==> config.mk <==
export PLATFORM = sky130hd
export DESIGN_NAME = i2s_sample_rx_flat
export DESIGN_NICKNAME = d
export VERILOG_FILES = /design/src/rtl/i2s_sample_rx_if.sv /design/src/rtl/i2s_sample_rx.sv /design/src/flat_wrapper.sv
export SDC_FILE = /design/constraint.sdc
export NUM_CORES = 1
export LEC_CHECK = 0
export ABC_AREA = 1
export BUFFER_PORTS_ARGS = -buffer_cell sky130_fd_sc_hd__buf_2
export CAP_MARGIN = 15
export CORE_MARGIN = 2
export CORE_UTILIZATION = 55
export DETAILED_ROUTE_END_ITERATION = 7
export GPL_TIMING_DRIVEN = 0
export HOLD_SLACK_MARGIN = 0.12
export PLACE_DENSITY = 0.76
export REMOVE_ABC_BUFFERS = 1
export SLEW_MARGIN = 20
export SYNTH_ARGS = -nofsm -noshare
export SYNTH_HDL_FRONTEND = slang
export SYNTH_SLANG_ARGS = --single-unit
export TNS_END_PERCENT = 50
==> constraint.sdc <==
create_clock -name clk -period 3.79 [get_ports clk]
set_input_delay 0.1895 -clock clk [delete_from_list [all_inputs] [get_ports clk]]
set_output_delay 0.1895 -clock clk [all_outputs]
set_load 0.02 [all_outputs]
==> src/rtl/i2s_sample_rx_if.sv <==
// Sample-stream bundle between the I2S receiver and its consumers.
// The master side generates the I2S bit/word clocks and publishes vld/lft_chnnl/rght_chnnl.
interface i2s_sample_rx_if;
   localparam int unsigned SMP_W = 16;

   logic             I2S_data;
   logic             I2S_sclk;
   logic             I2S_ws;
   logic             vld;
   logic [SMP_W-1:0] lft_chnnl;
   logic [SMP_W-1:0] rght_chnnl;

   modport master (
      input  I2S_data,
      output I2S_sclk,
      output I2S_ws,
      output vld,
      output lft_chnnl,
      output rght_chnnl
   );

   modport slave (
      output I2S_data,
      input  I2S_sclk,
      input  I2S_ws,
      input  vld,
      input  lft_chnnl,
      input  rght_chnnl
   );
endinterface

==> src/rtl/i2s_sample_rx.sv <==
// I2S master receiver: divides clk into sclk/ws, deserializes 16-bit L/R samples, one vld per frame.
// Optional build macro I2S_RX_STARTUP_MUTE_EN suppresses the first two frames after reset.
module i2s_sample_rx #(
   parameter int unsigned SCLK_DIV = 16
) (
   input  logic          clk,
   input  logic          rst_n,
   i2s_sample_rx_if.master bus
);

   localparam int unsigned CNT_W = $clog2(SCLK_DIV);
   localparam int unsigned BIT_W = 6;
   localparam int unsigned SLOT_W = 5;
   localparam int unsigned SMP_W = 16;

   localparam logic [CNT_W-1:0]  CNT_LAST    = CNT_W'(SCLK_DIV - 1);
   localparam logic [CNT_W-1:0]  CNT_RISE_M1 = CNT_W'(SCLK_DIV / 2 - 1);
   localparam logic [SLOT_W-1:0] B_FIRST     = SLOT_W'(1);
   localparam logic [SLOT_W-1:0] B_LAST      = SLOT_W'(SMP_W);

   typedef enum logic [0:0] {
      ST_COLLECT = 1'b0,
      ST_PUBLISH = 1'b1
   } state_t;

   state_t             state_q, state_d;
   logic [CNT_W-1:0]   clk_cnt_q, clk_cnt_d;
   logic [BIT_W-1:0]   bit_cnt_q, bit_cnt_d;
   logic [SMP_W-1:0]   shift_q, shift_d;
   logic [SMP_W-1:0]   shadow_q, shadow_d;
   logic [SMP_W-1:0]   lft_q, lft_d;
   logic [SMP_W-1:0]   rght_q, rght_d;
   logic               vld_q, vld_d;

   logic               sclk_fall_c;
   logic               sclk_rise_c;
   logic [SLOT_W-1:0]  slot_b_c;
   logic               right_c;
   logic               take_bit_c;
   logic               last_bit_c;
   logic [SMP_W-1:0]   shift_nxt_c;
   logic               pub_ok_c;

`ifdef I2S_RX_STARTUP_MUTE_EN
   localparam logic [1:0] MUTE_FRAMES = 2'd2;
   logic [1:0] mute_cnt_q, mute_cnt_d;
   assign pub_ok_c = (mute_cnt_q == MUTE_FRAMES);
`else
   assign pub_ok_c = 1'b1;
`endif

   // Edge qualifiers: these fire on the clk edge that moves sclk low/high.
   assign sclk_fall_c = (clk_cnt_q == CNT_LAST);
   assign sclk_rise_c = (clk_cnt_q == CNT_RISE_M1);
   assign slot_b_c    = bit_cnt_q[SLOT_W-1:0];
   assign right_c     = bit_cnt_q[BIT_W-1];
   assign take_bit_c  = sclk_rise_c && (slot_b_c >= B_FIRST) && (slot_b_c <= B_LAST);
   assign last_bit_c  = sclk_rise_c && (slot_b_c == B_LAST);
   // Codec launches on sclk fall, so sampling at sclk rise gives half a period of margin.
   assign shift_nxt_c = {shift_q[SMP_W-2:0], bus.I2S_data};

   always_ff @(posedge clk or negedge rst_n) begin
      if (!rst_n) begin
         state_q   <= ST_COLLECT;
         clk_cnt_q <= '0;
         bit_cnt_q <= '0;
         shift_q   <= '0;
         shadow_q  <= '0;
         lft_q     <= '0;
         rght_q    <= '0;
         vld_q     <= 1'b0;
      end else begin
         state_q   <= state_d;
         clk_cnt_q <= clk_cnt_d;
         bit_cnt_q <= bit_cnt_d;
         shift_q   <= shift_d;
         shadow_q  <= shadow_d;
         lft_q     <= lft_d;
         rght_q    <= rght_d;
         vld_q     <= vld_d;
      end
   end

`ifdef I2S_RX_STARTUP_MUTE_EN
   // Saturating count of completed frames; only reset clears it.
   always_ff @(posedge clk or negedge rst_n) begin
      if (!rst_n) begin
         mute_cnt_q <= '0;
      end else begin
         mute_cnt_q <= mute_cnt_d;
      end
   end
`endif

   always_comb begin
      state_d   = state_q;
      clk_cnt_d = clk_cnt_q + CNT_W'(1);
      bit_cnt_d = bit_cnt_q;
      shift_d   = shift_q;
      shadow_d  = shadow_q;
      lft_d     = lft_q;
      rght_d    = rght_q;
      vld_d     = 1'b0;
`ifdef I2S_RX_STARTUP_MUTE_EN
      mute_cnt_d = mute_cnt_q;
`endif

      if (sclk_fall_c) begin
         bit_cnt_d = bit_cnt_q + BIT_W'(1);
      end
      if (take_bit_c) begin
         shift_d = shift_nxt_c;
      end
      // Left word is parked so both channels can be published on one edge.
      if (last_bit_c && !right_c) begin
         shadow_d = shift_nxt_c;
      end

      case (state_q)
         ST_COLLECT: begin
            if (last_bit_c && right_c) begin
               state_d = ST_PUBLISH;
            end
         end
         ST_PUBLISH: begin
            state_d = ST_COLLECT;
            if (pub_ok_c) begin
               lft_d  = shadow_q;
               rght_d = shift_q;
               vld_d  = 1'b1;
            end
`ifdef I2S_RX_STARTUP_MUTE_EN
            else begin
               mute_cnt_d = mute_cnt_q + 2'd1;
            end
`endif
         end
         default: state_d = ST_COLLECT;
      endcase
   end

   assign bus.I2S_sclk   = clk_cnt_q[CNT_W-1];
   assign bus.I2S_ws     = bit_cnt_q[BIT_W-1];
   assign bus.vld        = vld_q;
   assign bus.lft_chnnl  = lft_q;
   assign bus.rght_chnnl = rght_q;

endmodule

==> src/flat_wrapper.sv <==
// flat-port wrapper written by rule: the top's interface ports become plain ports
module i2s_sample_rx_flat 
#(
   parameter int unsigned SCLK_DIV = 16
)
  (clk, rst_n, bus_I2S_data, bus_I2S_sclk, bus_I2S_ws, bus_vld, bus_lft_chnnl, bus_rght_chnnl);
  i2s_sample_rx_if bus_i ();
  input  logic clk;
  input  logic rst_n;
  input wire logic [$bits(bus_i.I2S_data)-1:0] bus_I2S_data;
  output wire logic [$bits(bus_i.I2S_sclk)-1:0] bus_I2S_sclk;
  output wire logic [$bits(bus_i.I2S_ws)-1:0] bus_I2S_ws;
  output wire logic [$bits(bus_i.vld)-1:0] bus_vld;
  output wire logic [$bits(bus_i.lft_chnnl)-1:0] bus_lft_chnnl;
  output wire logic [$bits(bus_i.rght_chnnl)-1:0] bus_rght_chnnl;
  assign bus_i.I2S_data = bus_I2S_data;
  assign bus_I2S_sclk = bus_i.I2S_sclk;
  assign bus_I2S_ws = bus_i.I2S_ws;
  assign bus_vld = bus_i.vld;
  assign bus_lft_chnnl = bus_i.lft_chnnl;
  assign bus_rght_chnnl = bus_i.rght_chnnl;
  i2s_sample_rx #(.SCLK_DIV(SCLK_DIV)) u_core (.clk(clk), .rst_n(rst_n), .bus(bus_i));
endmodule
==> metrics.md <==
| Metric | Value |
|---|---|
| Tot Pwr | 1.423 mW |
| N_diodes | 0 |
| Arr. time, crit path | 2350 ps |
| Die area | 6161 sq um |
| RSZ-0062 raised after global routing | no |
| Vias in the first global route | 1985 |
| Vias | 2032 |
| Worst skew pair latency | 340 ps |
| Setup crit end kind | register |
| Hold Violations, Final | 0 |
| Initial antenna violation count | 0 |
| Yosys reg bits | 76 |
| Placed inst area | 3297 sq um |
| RR Endpoint | u_core.shadow_q[11] |
| Slew HR | 50.91% |
| Measured slew at the worst slew-check pin | 736.3 ps |
| DRC violations left | 0 |
| Worst hold path type | in -> async |
| GPL Wtd Cong | 0.7627 |
| VDD IR max | 0.1958 mV |
| Reg2Reg Depth | 6 |
| Routed wl met2 | 2.525 mm |
| Max-cap viol count | 0 |
| Die X | 78.49 microns |
| Root buf cell | clkbuf_8 |
| Number of fillers in the final layout | 454 |
| Largest net degree at the start of global routing | 52 |
| Setup violations, final | 0 |
| Tot GR Track Use | 19.86% |
| M1 wire length | 2.542 mm |
| First-pass GRT wire length | 9.453 mm |
| CP Class | reg -> reg |
| GRT overflow | 0 |
| Worst-path clk slew | 70 ps |
| Area Overhead vs Synth | 14.72% |
| Fin. max-slew vios | 0 |
| Fmax | 472.6 MHz |
| DIE HEIGHT | 78.49 microns |
| Worst r2r src | u_core.clk_cnt_q[0] |
| Final HPWL DP | 3.352 mm |
| Highest Signal Layer | met4 |
| Cell Area, Synth | 3052 sq um |
| R2R Setup Slk | 1670 ps |
| Synth area leader | dfrtp_1 |
| Worst Setup Start Kind | register |
| Share of the synthesized area in the top cell type | 62.32% |
| Top cells by area, synth | dfrtp_1 (62%), mux2_2 (12%), nand2_1 (9.7%) |
| Slowest cell delay on critical path | 550 ps |
| Top cells by count, synth | nand2_1 (79), dfrtp_1 (76), nand4_1 (33) |
| WP buf/inv | 0 |
| Req. time, crit path | 4020 ps |
| Routed vias/inst | 5.333 |
| I/O Buffers | 37 |
| CTS buffer count | 9 |
| Placed Cells | 364 |
| Ys flop type | dfrtp_1 |
| Syn_area_per_cell | 11.47 sq um |
| # nets final | 312 |
| CP max-delay cell | nor3_4 |
| Yosys warns | 0 |
| Pwr Density | 406.6 nW/um^2 |
| Initial Util | 56.11% |
| Layout cells sized above 1 | 28.80% |
| Synthesized instance count | 266 |
| Violation count after the first detailed-route iteration | 138 |
| Post-synth EDFFs | 0 |
| Met3 routed WL | 245 microns |
| Most used cell, CP | nand2_1 |
| Period utilization | 55.83% |
| CTS tree | built |
| CP top delay family | simple AND/OR/NAND/NOR gates |
| WL final | 5.418 mm |
| H-tree Lvls | 3 |
| Setup TNS | 0 ps |
| Crit-path max FO | 18 |
| Area of the core | 5439 sq um |
| 1st-pass router iterations | 4 |
| CP cell instances | ha_1 -> nand2_1 -> nor3_4 -> nand3_2 -> nand2_1 -> nand2_1 |
| Most frequent cell after synthesis | nand2_1 |
| Clk sinks | 76 |
| Status | finished clean |
| Final Critical Period | 2116 ps |
| Distinct cells, synth | 21 |
| Fin util | 64.37% |
| Final antenna-violating net count | 0 |
| I/O Pins | 38 |
| Leak Pwr | 1.951 nW |
| Async SR Flop Fraction | 100.0% |
| Clock tree buffer depth | 2 |
| Sequential share of the synthesized area | 62.32% |
| Final std cells w/o fill | 381 |
| Layout Cell Area excl Fill | 3501 sq um |
| DR WL/cell | 14.22 microns |
| Num rows | 27 |
| Clock skew | 5.645 ps |
registers in the layout, summed over array words and instances, names as in the netlist:
signal,count
u_core.bit_cnt_q,6
u_core.bus.lft_chnnl,16
u_core.bus.rght_chnnl,16
u_core.bus.vld,1
u_core.clk_cnt_q,4
u_core.shadow_q,16
u_core.shift_q,16
u_core.state_q,1
placed cells by master, fill, tap and decap left out, types with 5 or more instances in the layout:
cell type | synthesis | routed
dfrtp_1 | 76 | 75
inv_1 | 5 | 5
nand3_1 | 5 | 5
mux2_2 | 32 | 32
nor2_1 | 5 | 5
clkbuf_8 | 0 | 10
nand2_1 | 79 | 79
nand4_1 | 33 | 33
buf_2 | 7 | 36
through the flow:
stage,hold slack [ps],setup slack (ps)
detailed placement,124.6,1674
global placement,437.3,1716
finish,294.3,1674
floorplan,-106.1,2154
CTS,298.3,1673
global route,340.3,1401
kinds of logic (layout without fill, tap and decap cells):
logic type / after synthesis / count (layout) / share of synthesized area [%]
buffers and inverters: 20 / 63 / 2.993
AND/OR/NAND/NOR: 128 / 128 / 19.64
XOR/XNOR: 5 / 5 / 1.435
adder cells (fa/ha/maj): 4 / 4 / 1.640
flip-flops: 76 / 76 / 62.32
AO/OA/AOI/OAI: 1 / 1 / 0.1638
multiplexers: 32 / 32 / 11.81
power breakdown:
part	switching [mW]	total (mW)	internal, mW
logic	0.0165	0.0222	0.00575
registers	0.00121	0.813	0.812
clock network	0.270	0.588	0.319
per-layer routing:
| metal | vias up | global-route usage [%] |
|---|---|---|
| li1 | 980 | - |
| met1 | 994 | 27.46 |
| met2 | 49 | 30.26 |
| met3 | 9 | 3.103 |
| met4 | 0 | 11.05 |
| met5 | - | 0 |
worst max-delay path by stage:
| stage | start | to | slack [ps] | depth (start not counted) |
|---|---|---|---|---|
| 6_report | u_core.clk_cnt_q[0] | u_core.shadow_q[11] | 1670 | 6 |
| 5_1_grt | u_core.clk_cnt_q[0] | u_core.shadow_q[11] | 1400 | 6 |
| 4_1_cts | u_core.clk_cnt_q[0] | u_core.shadow_q[11] | 1670 | 6 |
| 3_5_place_dp | u_core.clk_cnt_q[0] | u_core.shadow_q[11] | 1670 | 6 |
| 3_3_place_gp | u_core.clk_cnt_q[0] | u_core.shadow_q[10] | 1720 | 6 |
| 2_1_floorplan | u_core.clk_cnt_q[0] | u_core.shadow_q[0] | 2150 | 6 |
timing repair:
action / in CTS / in global routing
endpoints found under the setup margin: 0 / 0
resized for setup: 0 / 0
hold buffers: 2 / 0
buffers inserted: 0 / 0
endpoints found under the hold margin: 77 / 0
cell type report:
cell class / count / area (sq um) / area share, %
flip-flops and latches: 76 / 1903 / 54.36
multi-input cells: 170 / 1059 / 30.24
repair buffers: 40 / 235.2 / 6.719
clock buffers: 13 / 148.9 / 4.253
well taps: 72 / 90.09 / 2.573
clock inverters: 2 / 35.03 / 1.001
inverters: 8 / 30.03 / 0.8578
Note: power is estimated with default switching activity, not from simulation.
